$ cat config.mk
export PLATFORM = sky130hd
export DESIGN_NAME = mat_result_streamer
export DESIGN_NICKNAME = d
export VERILOG_FILES = /design/src/rtl/mat_result_streamer.sv
export SDC_FILE = /design/constraint.sdc
export NUM_CORES = 1
export LEC_CHECK = 0
export CAP_MARGIN = 20
export CORE_UTILIZATION = 43
export CTS_CLUSTER_SIZE = 40
export DETAILED_ROUTE_END_ITERATION = 6
export PLACE_DENSITY = 0.71
export SLEW_MARGIN = 40
export SYNTH_ARGS = -nofsm -noshare
export SYNTH_HDL_FRONTEND = slang
export SYNTH_SLANG_ARGS = --single-unit
$ cat constraint.sdc
create_clock -name clk -period 2.6 [get_ports clk]
set_input_delay 0.26 -clock clk [delete_from_list [all_inputs] [get_ports clk]]
set_output_delay 0.26 -clock clk [all_outputs]
set_load 0.05 [all_outputs]
$ cat src/rtl/mat_result_streamer.sv
// Captures a parallel result matrix on the rising edge of mult_done and
// replays it as a row-major valid/ready stream with row/column tags.
module mat_result_streamer #(
    parameter int  N_ROWS     = 3,
    parameter int  N_COLUMNS  = 2,
    parameter int  DATA_WIDTH = 32,
    localparam int ROW_W      = (N_ROWS > 1) ? $clog2(N_ROWS) : 1,
    localparam int COL_W      = (N_COLUMNS > 1) ? $clog2(N_COLUMNS) : 1,
    localparam int N_ELEM     = N_ROWS * N_COLUMNS,
    localparam int IDX_W      = (N_ELEM > 1) ? $clog2(N_ELEM) : 1
) (
    input  logic                         clk,
    input  logic                         reset,
    input  logic                         mult_done,
    input  logic [N_ELEM*DATA_WIDTH-1:0] mat_in,
    input  logic                         out_ready,
    output logic                         out_valid,
    output logic [DATA_WIDTH-1:0]        out_data,
    output logic [ROW_W-1:0]             out_row,
    output logic [COL_W-1:0]             out_col,
    output logic                         out_last,
    output logic                         busy,
    output logic                         overrun,
    output logic [15:0]                  frame_count
);

    typedef enum logic [0:0] {
        S_IDLE   = 1'b0,
        S_STREAM = 1'b1
    } state_e;

    state_e                       state_q;
    logic                         mult_done_q;
    logic [N_ELEM*DATA_WIDTH-1:0] buf_q;
    logic [IDX_W-1:0]             idx_q;
    logic                         out_valid_q;
    logic [DATA_WIDTH-1:0]        out_data_q;
    logic [ROW_W-1:0]             out_row_q;
    logic [COL_W-1:0]             out_col_q;
    logic                         out_last_q;
    logic                         busy_q;
    logic                         overrun_q;
    logic [15:0]                  frame_count_q;

    logic                         rise_s;
    logic                         xfer_s;
    logic                         last_xfer_s;
    logic                         capture_s;
    logic [IDX_W-1:0]             next_idx_d;

    assign rise_s      = mult_done & ~mult_done_q;
    assign xfer_s      = out_valid_q & out_ready;
    assign last_xfer_s = (state_q == S_STREAM) & xfer_s & (idx_q == IDX_W'(N_ELEM - 1));
    // A rise is only accepted when idle or when it lines up with the final beat.
    assign capture_s   = rise_s & ((state_q == S_IDLE) | last_xfer_s);
    assign next_idx_d  = idx_q + IDX_W'(1);

    // Capture/stream state machine with all outputs registered.
    always_ff @(posedge clk or negedge reset) begin
        if (!reset) begin
            state_q       <= S_IDLE;
            mult_done_q   <= 1'b0;
            buf_q         <= '0;
            idx_q         <= '0;
            out_valid_q   <= 1'b0;
            out_data_q    <= '0;
            out_row_q     <= '0;
            out_col_q     <= '0;
            out_last_q    <= 1'b0;
            busy_q        <= 1'b0;
            overrun_q     <= 1'b0;
            frame_count_q <= 16'd0;
        end else begin
            mult_done_q <= mult_done;

            if (last_xfer_s) begin
                frame_count_q <= frame_count_q + 16'd1;
            end else begin
                frame_count_q <= frame_count_q;
            end

            if (rise_s && (state_q == S_STREAM) && !last_xfer_s) begin
                overrun_q <= 1'b1;
            end else begin
                overrun_q <= overrun_q;
            end

            if (capture_s) begin
                state_q     <= S_STREAM;
                buf_q       <= mat_in;
                idx_q       <= '0;
                out_valid_q <= 1'b1;
                busy_q      <= 1'b1;
                out_data_q  <= mat_in[DATA_WIDTH-1:0];
                out_row_q   <= '0;
                out_col_q   <= '0;
                out_last_q  <= (N_ELEM == 1);
            end else begin
                case (state_q)
                    S_IDLE: begin
                        state_q <= S_IDLE;
                    end
                    S_STREAM: begin
                        if (last_xfer_s) begin
                            state_q     <= S_IDLE;
                            out_valid_q <= 1'b0;
                            busy_q      <= 1'b0;
                            out_last_q  <= 1'b0;
                        end else if (xfer_s) begin
                            idx_q      <= next_idx_d;
                            out_data_q <= buf_q[int'(next_idx_d)*DATA_WIDTH +: DATA_WIDTH];
                            out_last_q <= (next_idx_d == IDX_W'(N_ELEM - 1));
                            if (out_col_q == COL_W'(N_COLUMNS - 1)) begin
                                out_col_q <= '0;
                                out_row_q <= out_row_q + ROW_W'(1);
                            end else begin
                                out_col_q <= out_col_q + COL_W'(1);
                            end
                        end else begin
                            state_q <= S_STREAM;
                        end
                    end
                    default: begin
                        state_q     <= S_IDLE;
                        out_valid_q <= 1'b0;
                        busy_q      <= 1'b0;
                        out_last_q  <= 1'b0;
                    end
                endcase
            end
        end
    end

    assign out_valid   = out_valid_q;
    assign out_data    = out_data_q;
    assign out_row     = out_row_q;
    assign out_col     = out_col_q;
    assign out_last    = out_last_q;
    assign busy        = busy_q;
    assign overrun     = overrun_q;
    assign frame_count = frame_count_q;

endmodule

* Yosys cells after proc, flatten, opt, wreduce, memory -nomap -nowiden *
Index checks and enable logic that the tools add are counted.

word-level totals
  logic and storage cells = 67
  output and inout bits = 55
  bits of input ports = 196
  flip-flop bits (word level) = 251

operators by class
  eq/ne operators = 3
  bitwise gates (word level) = 8
  add/sub/neg operators = 4
  multiplexer cells = 28
  shifts and indexed selects = 1
  reductions and logical operators = 12

operator list
  operator                 count
  $shiftx A192 B9 Y32      1
  $mux W32                 4
  $add A16 B1 Y16 const B  1
  $mux W1                  14
  $mux W3                  4
  $mux W2                  5
  $reduce_bool A2 Y1       4
  $eq A3 B3 Y1 const B     2
  $and A1 B1 Y1            5
  $reduce_and A2 Y1        2
  $reduce_and A4 Y1        1
  $add A3 B1 Y3 const B    1
  $reduce_and A3 Y1        1
  $reduce_bool A3 Y1       1
  $add A2 B1 Y2 const B    1
  $logic_and A1 B1 Y1      2
  $ne A2 B1 Y1 const B     1
  $not A1 Y1               2
  $pmux W1 S2              1
  $add A1 B1 Y1 const B    1
  $logic_not A1 Y1         1
  $or A1 B1 Y1             1

* Longest topological paths before layout *
  depth in word-level cells = 7
  gate-level depth with buffers = 10
  gate-level depth less buffers = 6

* Least setup slack after synthesis *
OpenSTA, ideal clock, no wires.

  kind = register to register
  start = register idx_q[0]
  end = register out_data_q[10] (netlist: out_data[10])
  data arrival time = 2.432 ns
  setup time = 0.131 ns
  stages on the path, launching flop included = 11
  clock period less this slack = 2.563 ns
  path buffers = 5
  required time = 2.469 ns
  slack = 0.037 ns
  cells stage by stage = dfrtp_1 -> clkbuf_1 -> buf_2 -> buf_2 -> inv_1 -> ha_1 -> clkbuf_1 -> clkbuf_1 -> mux4_2 -> nand2_1 -> o221ai_2

on the way
  cells in the longest elaborated chain, start to end = 6
  elaborated cells between the ends (all ways) = 14
  classes of those cells = add/sub (1); eq/ne (2); shift (1); mux (4); bitwise (3); reduce/logical (3)

RTL lines
  what                                                  line     text
  start, declared                                       35       logic [IDX_W-1:0] idx_q;
  start signal, assigned                                110      idx_q <= next_idx_d;
  $add A3 B1 Y3 or $eq A3 B3 Y1 (tied branches)         56, 53
  $shiftx A192 B9 Y32 or $and A1 B1 Y1 (tied branches)  111, 53
  $mux W32 or $or A1 B1 Y1 (tied branches)              109, 55
  $mux W32 or $and A1 B1 Y1 (tied branches)             104, 55
  $mux W32, or another cell as far along                99       case (state_q)
  $mux W32 or $reduce_and A3 Y1 (tied branches)         -
  end signal, assigned                                  94       out_data_q <= mat_in[DATA_WIDTH-1:0];
  end signal, assigned                                  111      out_data_q <= buf_q[int'(next_idx_d)*DATA_WIDTH +: DATA_WIDTH];
  end, declared                                         37       logic [DATA_WIDTH-1:0] out_data_q;

Parallel ways exist; a longest one is shown, timed or not. The select of a mux whose other input is x is not followed.
A chain may end at the register's enable or synchronous reset.

* Worst setup path after layout *
  start = register idx_q[0]
  end = register buf_q[146]

on the way
  cells in the longest elaborated chain, start to end = 4

RTL lines
  what                  line  text
  $eq A3 B3 Y1          53    assign last_xfer_s = (state_q == S_STREAM) & xfer_s & (idx_q == IDX_W'(N_ELEM - 1));
  $and A1 B1 Y1         53
  $or A1 B1 Y1          55    assign capture_s = rise_s & ((state_q == S_IDLE) | last_xfer_s);
  $and A1 B1 Y1         55
  end signal, assigned  90    buf_q <= mat_in;
  end, declared         34    logic [N_ELEM*DATA_WIDTH-1:0] buf_q;

No other way between the ends.

==> impl_summary.log <==
[metrics] status: finished, violations left
[metrics] violated checks: design-rule violations
[metrics] number of DRC violations after detailed routing: 14
[metrics] number of instances in the synthesized netlist: 822
[metrics] post-synthesis cell type count: 39
[metrics] clock net sink count: 251
[metrics] post-route antenna net violation count: 0
[metrics] maximum fanout encountered on the critical timing path: 94
[metrics] required time at the worst-slack endpoint: 3.01 ns
[metrics] first-pass iteration count of the detailed router: 6
[metrics] sequential-to-total area share from yosys stat: 0.543
[metrics] path type of the worst setup path: reg -> reg
[metrics] compound-gate portion of the synthesized area: 0.0835
[metrics] worst path arrival time: 2.63 ns
[metrics] die area: 0.0276 sq mm
[metrics] Post-Route Skew: 0.00494 ns
[metrics] area share of and/or/nand/nor cells after synthesis: 0.0498
[metrics] number of H-tree levels: 1
[metrics] final setup violation count: 0
[metrics] power consumption: 18.0 mW
[metrics] global-route wire length before repair: 46900 microns
[metrics] chip width: 166 microns
[metrics] Layout Area Growth over Synthesis: 33.4%
[metrics] via count of the first global-routing pass: 8364
[metrics] number of I/O pins: 251
[metrics] DRC marker count from the first detailed-route iteration: 446
[metrics] Leakage: 6.77 nW
[metrics] total via count after detailed routing: 7703
[metrics] clock transition at the register clock pins on the worst setup and hold paths after CTS: 0.06 ns
[metrics] clock tree from TritonCTS: yes
[metrics] CTS max path bufs: 3
[metrics] initial antenna violation count: 2
[metrics] total global routing overflow: 0
[metrics] TritonCTS buffer count: 28
[metrics] mapped cell area: 0.0116 sq mm
[metrics] worst slew slack as a fraction of its limit: 0.526
[metrics] crit path launch type: register
[metrics] syn_nets: 1022
[metrics] mux contribution to synthesized area: 0.278
[metrics] final critical delay including setup and external delays: 2.22 ns
[metrics] maximum number of pins on one net before global-route repair: 95
[metrics] RSZ-0062 raised after global routing: false
[metrics] final net count: 1269
[metrics] clock insertion delay at the later pin of the skew report: 0.52 ns
[metrics] average via count per standard cell: 5.40
[metrics] number of fillers in the final layout: 2100
[metrics] Global Route Usage Sum: 0.214
[metrics] post-synthesis average cell area: 14.1 sq um
[metrics] maximum clock frequency: 0.450 GHz
[metrics] buffer count from post-CTS setup fixing: 0
[metrics] synthesized-area fraction occupied by xor and xnor cells: 0.0121
[metrics] startpoint of the worst setup timing path: idx_q[0]
[metrics] Tightest Hold Check Type: in -> async
[metrics] Final Cycle Share: 0.855
[metrics] Register-to-Register Path Depth: 5
[metrics] layout cells sized above 1: 0.177
[metrics] count of state elements after synthesis: 251
[metrics] Initial Utilization: 0.442
[metrics] row count: 59
[metrics] transition at the pin with the smallest max-transition slack: 0.711 ns
[metrics] total detailed-routing wirelength: 28700 microns
[metrics] area share of fa/ha/maj cells after synthesis: 0.00432
[metrics] Yosys warning total: 0
[metrics] setup_tns: 0 ns
[metrics] cts repair resizes: 0
[metrics] floorplan core area: 0.0262 sq mm
[metrics] buffer cell driving the clock tree root: sky130_fd_sc_hd__clkbuf_16
[metrics] dominant combinational cell family by area after synthesis: multiplexers
[metrics] height of the chip: 166 microns
[metrics] number of buffers added on ports: 250
[metrics] kind of end point of the critical path: register
[metrics] Detailed Place HPWL: 19300 microns
[metrics] CTS Hold Buffers Added: 1
[metrics] final hold viol count: 0
[metrics] Max rail drop VDD: 567 uV
[metrics] areal power density over the cells: 1160 mW/mm^2
[metrics] max-cap violation count: 0
[metrics] RePlAce Congestion: 0.748
[metrics] wire per inst: 20.1 microns
[metrics] R2R Path Start: idx_q[0]
[metrics] number of max-slew violations in the final report: 0
## synth_stat cells
cell type / count / area [sq um]
sky130_fd_sc_hd__o221ai_1: 2 / 17.5
sky130_fd_sc_hd__ha_1: 4 / 50.1
sky130_fd_sc_hd__nor2b_1: 1 / 6.26
sky130_fd_sc_hd__a21oi_1: 38 / 190
sky130_fd_sc_hd__nor4_1: 1 / 6.26
sky130_fd_sc_hd__xnor2_1: 12 / 105
sky130_fd_sc_hd__nor2_1: 3 / 11.3
sky130_fd_sc_hd__o21ai_1: 1 / 5.00
sky130_fd_sc_hd__buf_2: 17 / 85.1
sky130_fd_sc_hd__and4_1: 2 / 17.5
sky130_fd_sc_hd__nand3b_1: 1 / 7.51
sky130_fd_sc_hd__o22ai_1: 34 / 213
sky130_fd_sc_hd__nand3_1: 9 / 45.0
sky130_fd_sc_hd__dfrtp_1: 251 / 6280
sky130_fd_sc_hd__and3_1: 4 / 25.0
sky130_fd_sc_hd__buf_4: 16 / 120
sky130_fd_sc_hd__o21bai_1: 1 / 7.51
sky130_fd_sc_hd__mux2_2: 46 / 518
sky130_fd_sc_hd__clkbuf_1: 21 / 78.8
sky130_fd_sc_hd__a211o_1: 1 / 8.76
sky130_fd_sc_hd__nand4_1: 5 / 31.3
sky130_fd_sc_hd__and2_0: 1 / 6.26
sky130_fd_sc_hd__a22o_1: 2 / 17.5
sky130_fd_sc_hd__mux4_2: 32 / 721
sky130_fd_sc_hd__nand2_1: 46 / 173
sky130_fd_sc_hd__or2_2: 1 / 6.26
sky130_fd_sc_hd__inv_1: 5 / 18.8
sky130_fd_sc_hd__nor3_2: 2 / 20.0
sky130_fd_sc_hd__o221ai_2: 30 / 450
sky130_fd_sc_hd__nand2b_1: 34 / 213
sky130_fd_sc_hd__o21ai_0: 8 / 40.0
sky130_fd_sc_hd__or3b_1: 1 / 8.76
sky130_fd_sc_hd__mux2i_1: 32 / 320
sky130_fd_sc_hd__xor2_1: 4 / 35.0
sky130_fd_sc_hd__o21a_1: 1 / 7.51
sky130_fd_sc_hd__buf_1: 2 / 7.51
sky130_fd_sc_hd__o21ai_2: 1 / 8.76
sky130_fd_sc_hd__mux2_1: 147 / 1660
sky130_fd_sc_hd__buf_6: 3 / 33.8
## metal layers
metal  share of wire  track usage  vias up
met5         0.00045            0        -
met3           0.056       0.0417       37
met2            0.48        0.352      194
li1                -            -     3542
met1            0.44        0.293     3928
met4           0.021       0.0520        2
## critical path, stage by stage, from the launching register on
cell,delay (ns)
sky130_fd_sc_hd__dfrtp_4,0.49
sky130_fd_sc_hd__ha_1,0.25
sky130_fd_sc_hd__and4_1,0.25
sky130_fd_sc_hd__o21ai_4,0.19
sky130_fd_sc_hd__buf_12,0.39
sky130_fd_sc_hd__mux2_2,0.39
## worst paths after layout
path | endpoint | slack, ns
setup / recovery | buf_q[146] | 0.38
max in group asynchronous | frame_count[5] | 1.60
setup reg to reg | buf_q[146] | 0.38
hold reg to reg | frame_count[15] | 0.47
hold / removal | buf_q[122] | 0.19
min in group clk | mult_done_q | 0.28
## sequential cells by signal, summed over array words and instances (netlist names), 2 cells and up
| register | cells |
|---|---|
| buf_q | 192 |
| frame_count | 16 |
| idx_q | 3 |
| out_data | 32 |
| out_row | 2 |
## cell usage in the layout (no fill, tap or decap), types with 2 or more instances in the layout
master | synthesis | layout
sky130_fd_sc_hd__ha_1 | 4 | 3
sky130_fd_sc_hd__nand2b_1 | 34 | 34
sky130_fd_sc_hd__clkbuf_8 | 0 | 11
sky130_fd_sc_hd__nor2_1 | 3 | 3
sky130_fd_sc_hd__nand3_1 | 9 | 9
sky130_fd_sc_hd__clkdlybuf4s50_1 | 0 | 249
sky130_fd_sc_hd__xor2_1 | 4 | 4
sky130_fd_sc_hd__mux2_1 | 147 | 147
sky130_fd_sc_hd__mux4_2 | 32 | 32
sky130_fd_sc_hd__nor3_2 | 2 | 2
sky130_fd_sc_hd__clkbuf_16 | 0 | 29
sky130_fd_sc_hd__o21ai_4 | 0 | 2
sky130_fd_sc_hd__a21oi_1 | 38 | 37
sky130_fd_sc_hd__and4_1 | 2 | 2
sky130_fd_sc_hd__o221ai_2 | 30 | 30
sky130_fd_sc_hd__mux2i_1 | 32 | 32
sky130_fd_sc_hd__inv_1 | 5 | 4
sky130_fd_sc_hd__dfrtp_1 | 251 | 250
sky130_fd_sc_hd__nand4_1 | 5 | 5
sky130_fd_sc_hd__nand2_1 | 46 | 44
sky130_fd_sc_hd__buf_4 | 16 | 18
sky130_fd_sc_hd__clkinv_2 | 0 | 5
sky130_fd_sc_hd__nand2_2 | 0 | 2
sky130_fd_sc_hd__xnor2_1 | 12 | 12
sky130_fd_sc_hd__o22ai_1 | 34 | 34
sky130_fd_sc_hd__o221ai_1 | 2 | 2
sky130_fd_sc_hd__mux2_2 | 46 | 46
sky130_fd_sc_hd__o21ai_0 | 8 | 8
sky130_fd_sc_hd__and3_1 | 4 | 4
sky130_fd_sc_hd__a22o_1 | 2 | 2
sky130_fd_sc_hd__clkbuf_1 | 21 | 5
sky130_fd_sc_hd__buf_12 | 0 | 7
## cell type report
type / instances / area [sq um] / area share
antenna: 1 / 2.50 / 0.000162
tap: 335 / 419 / 0.0271
timing repair buffer: 276 / 2790 / 0.181
multi-input combinational: 507 / 4990 / 0.323
clock inverter: 6 / 33.8 / 0.00219
inverter: 5 / 18.8 / 0.00122
sequential: 251 / 6280 / 0.407
clock buffer: 45 / 896 / 0.0580
## logic make-up (layout without fill, tap and decap cells)
family                   Yosys count  count (layout)
buffers and inverters             64             332
other                              0               1
flip-flops                       251             251
XOR/XNOR                          16              16
adder cells (fa/ha/maj)            4               4
multiplexers                     257             257
AO/OA/AOI/OAI                    119             119
AND/OR/NAND/NOR                  111             111
## through the flow
step	cell area [sq um]	std cells	setup slack, ns	hold slack (ns)	util
finish	15400	1426	0.377	0.193	0.589
global route	15400	1426	0.269	0.206	0.589
CTS	15400	1425	0.378	0.184	0.589
detailed placement	14500	1373	0.389	0.153	0.553
global placement	14500	1373	0.421	0.145	0.553
floorplan	11600	822	0.0369	-0.0356	-
## where the power goes
part           internal [mW]  switching (mW)  leakage (nW)
registers               5.77            1.06          3.22
logic                   3.57            3.69          3.08
clock network           2.34            1.53         0.466
total                   11.7            6.28          6.77
No activity file was read; power rests on OpenSTA's default activity.
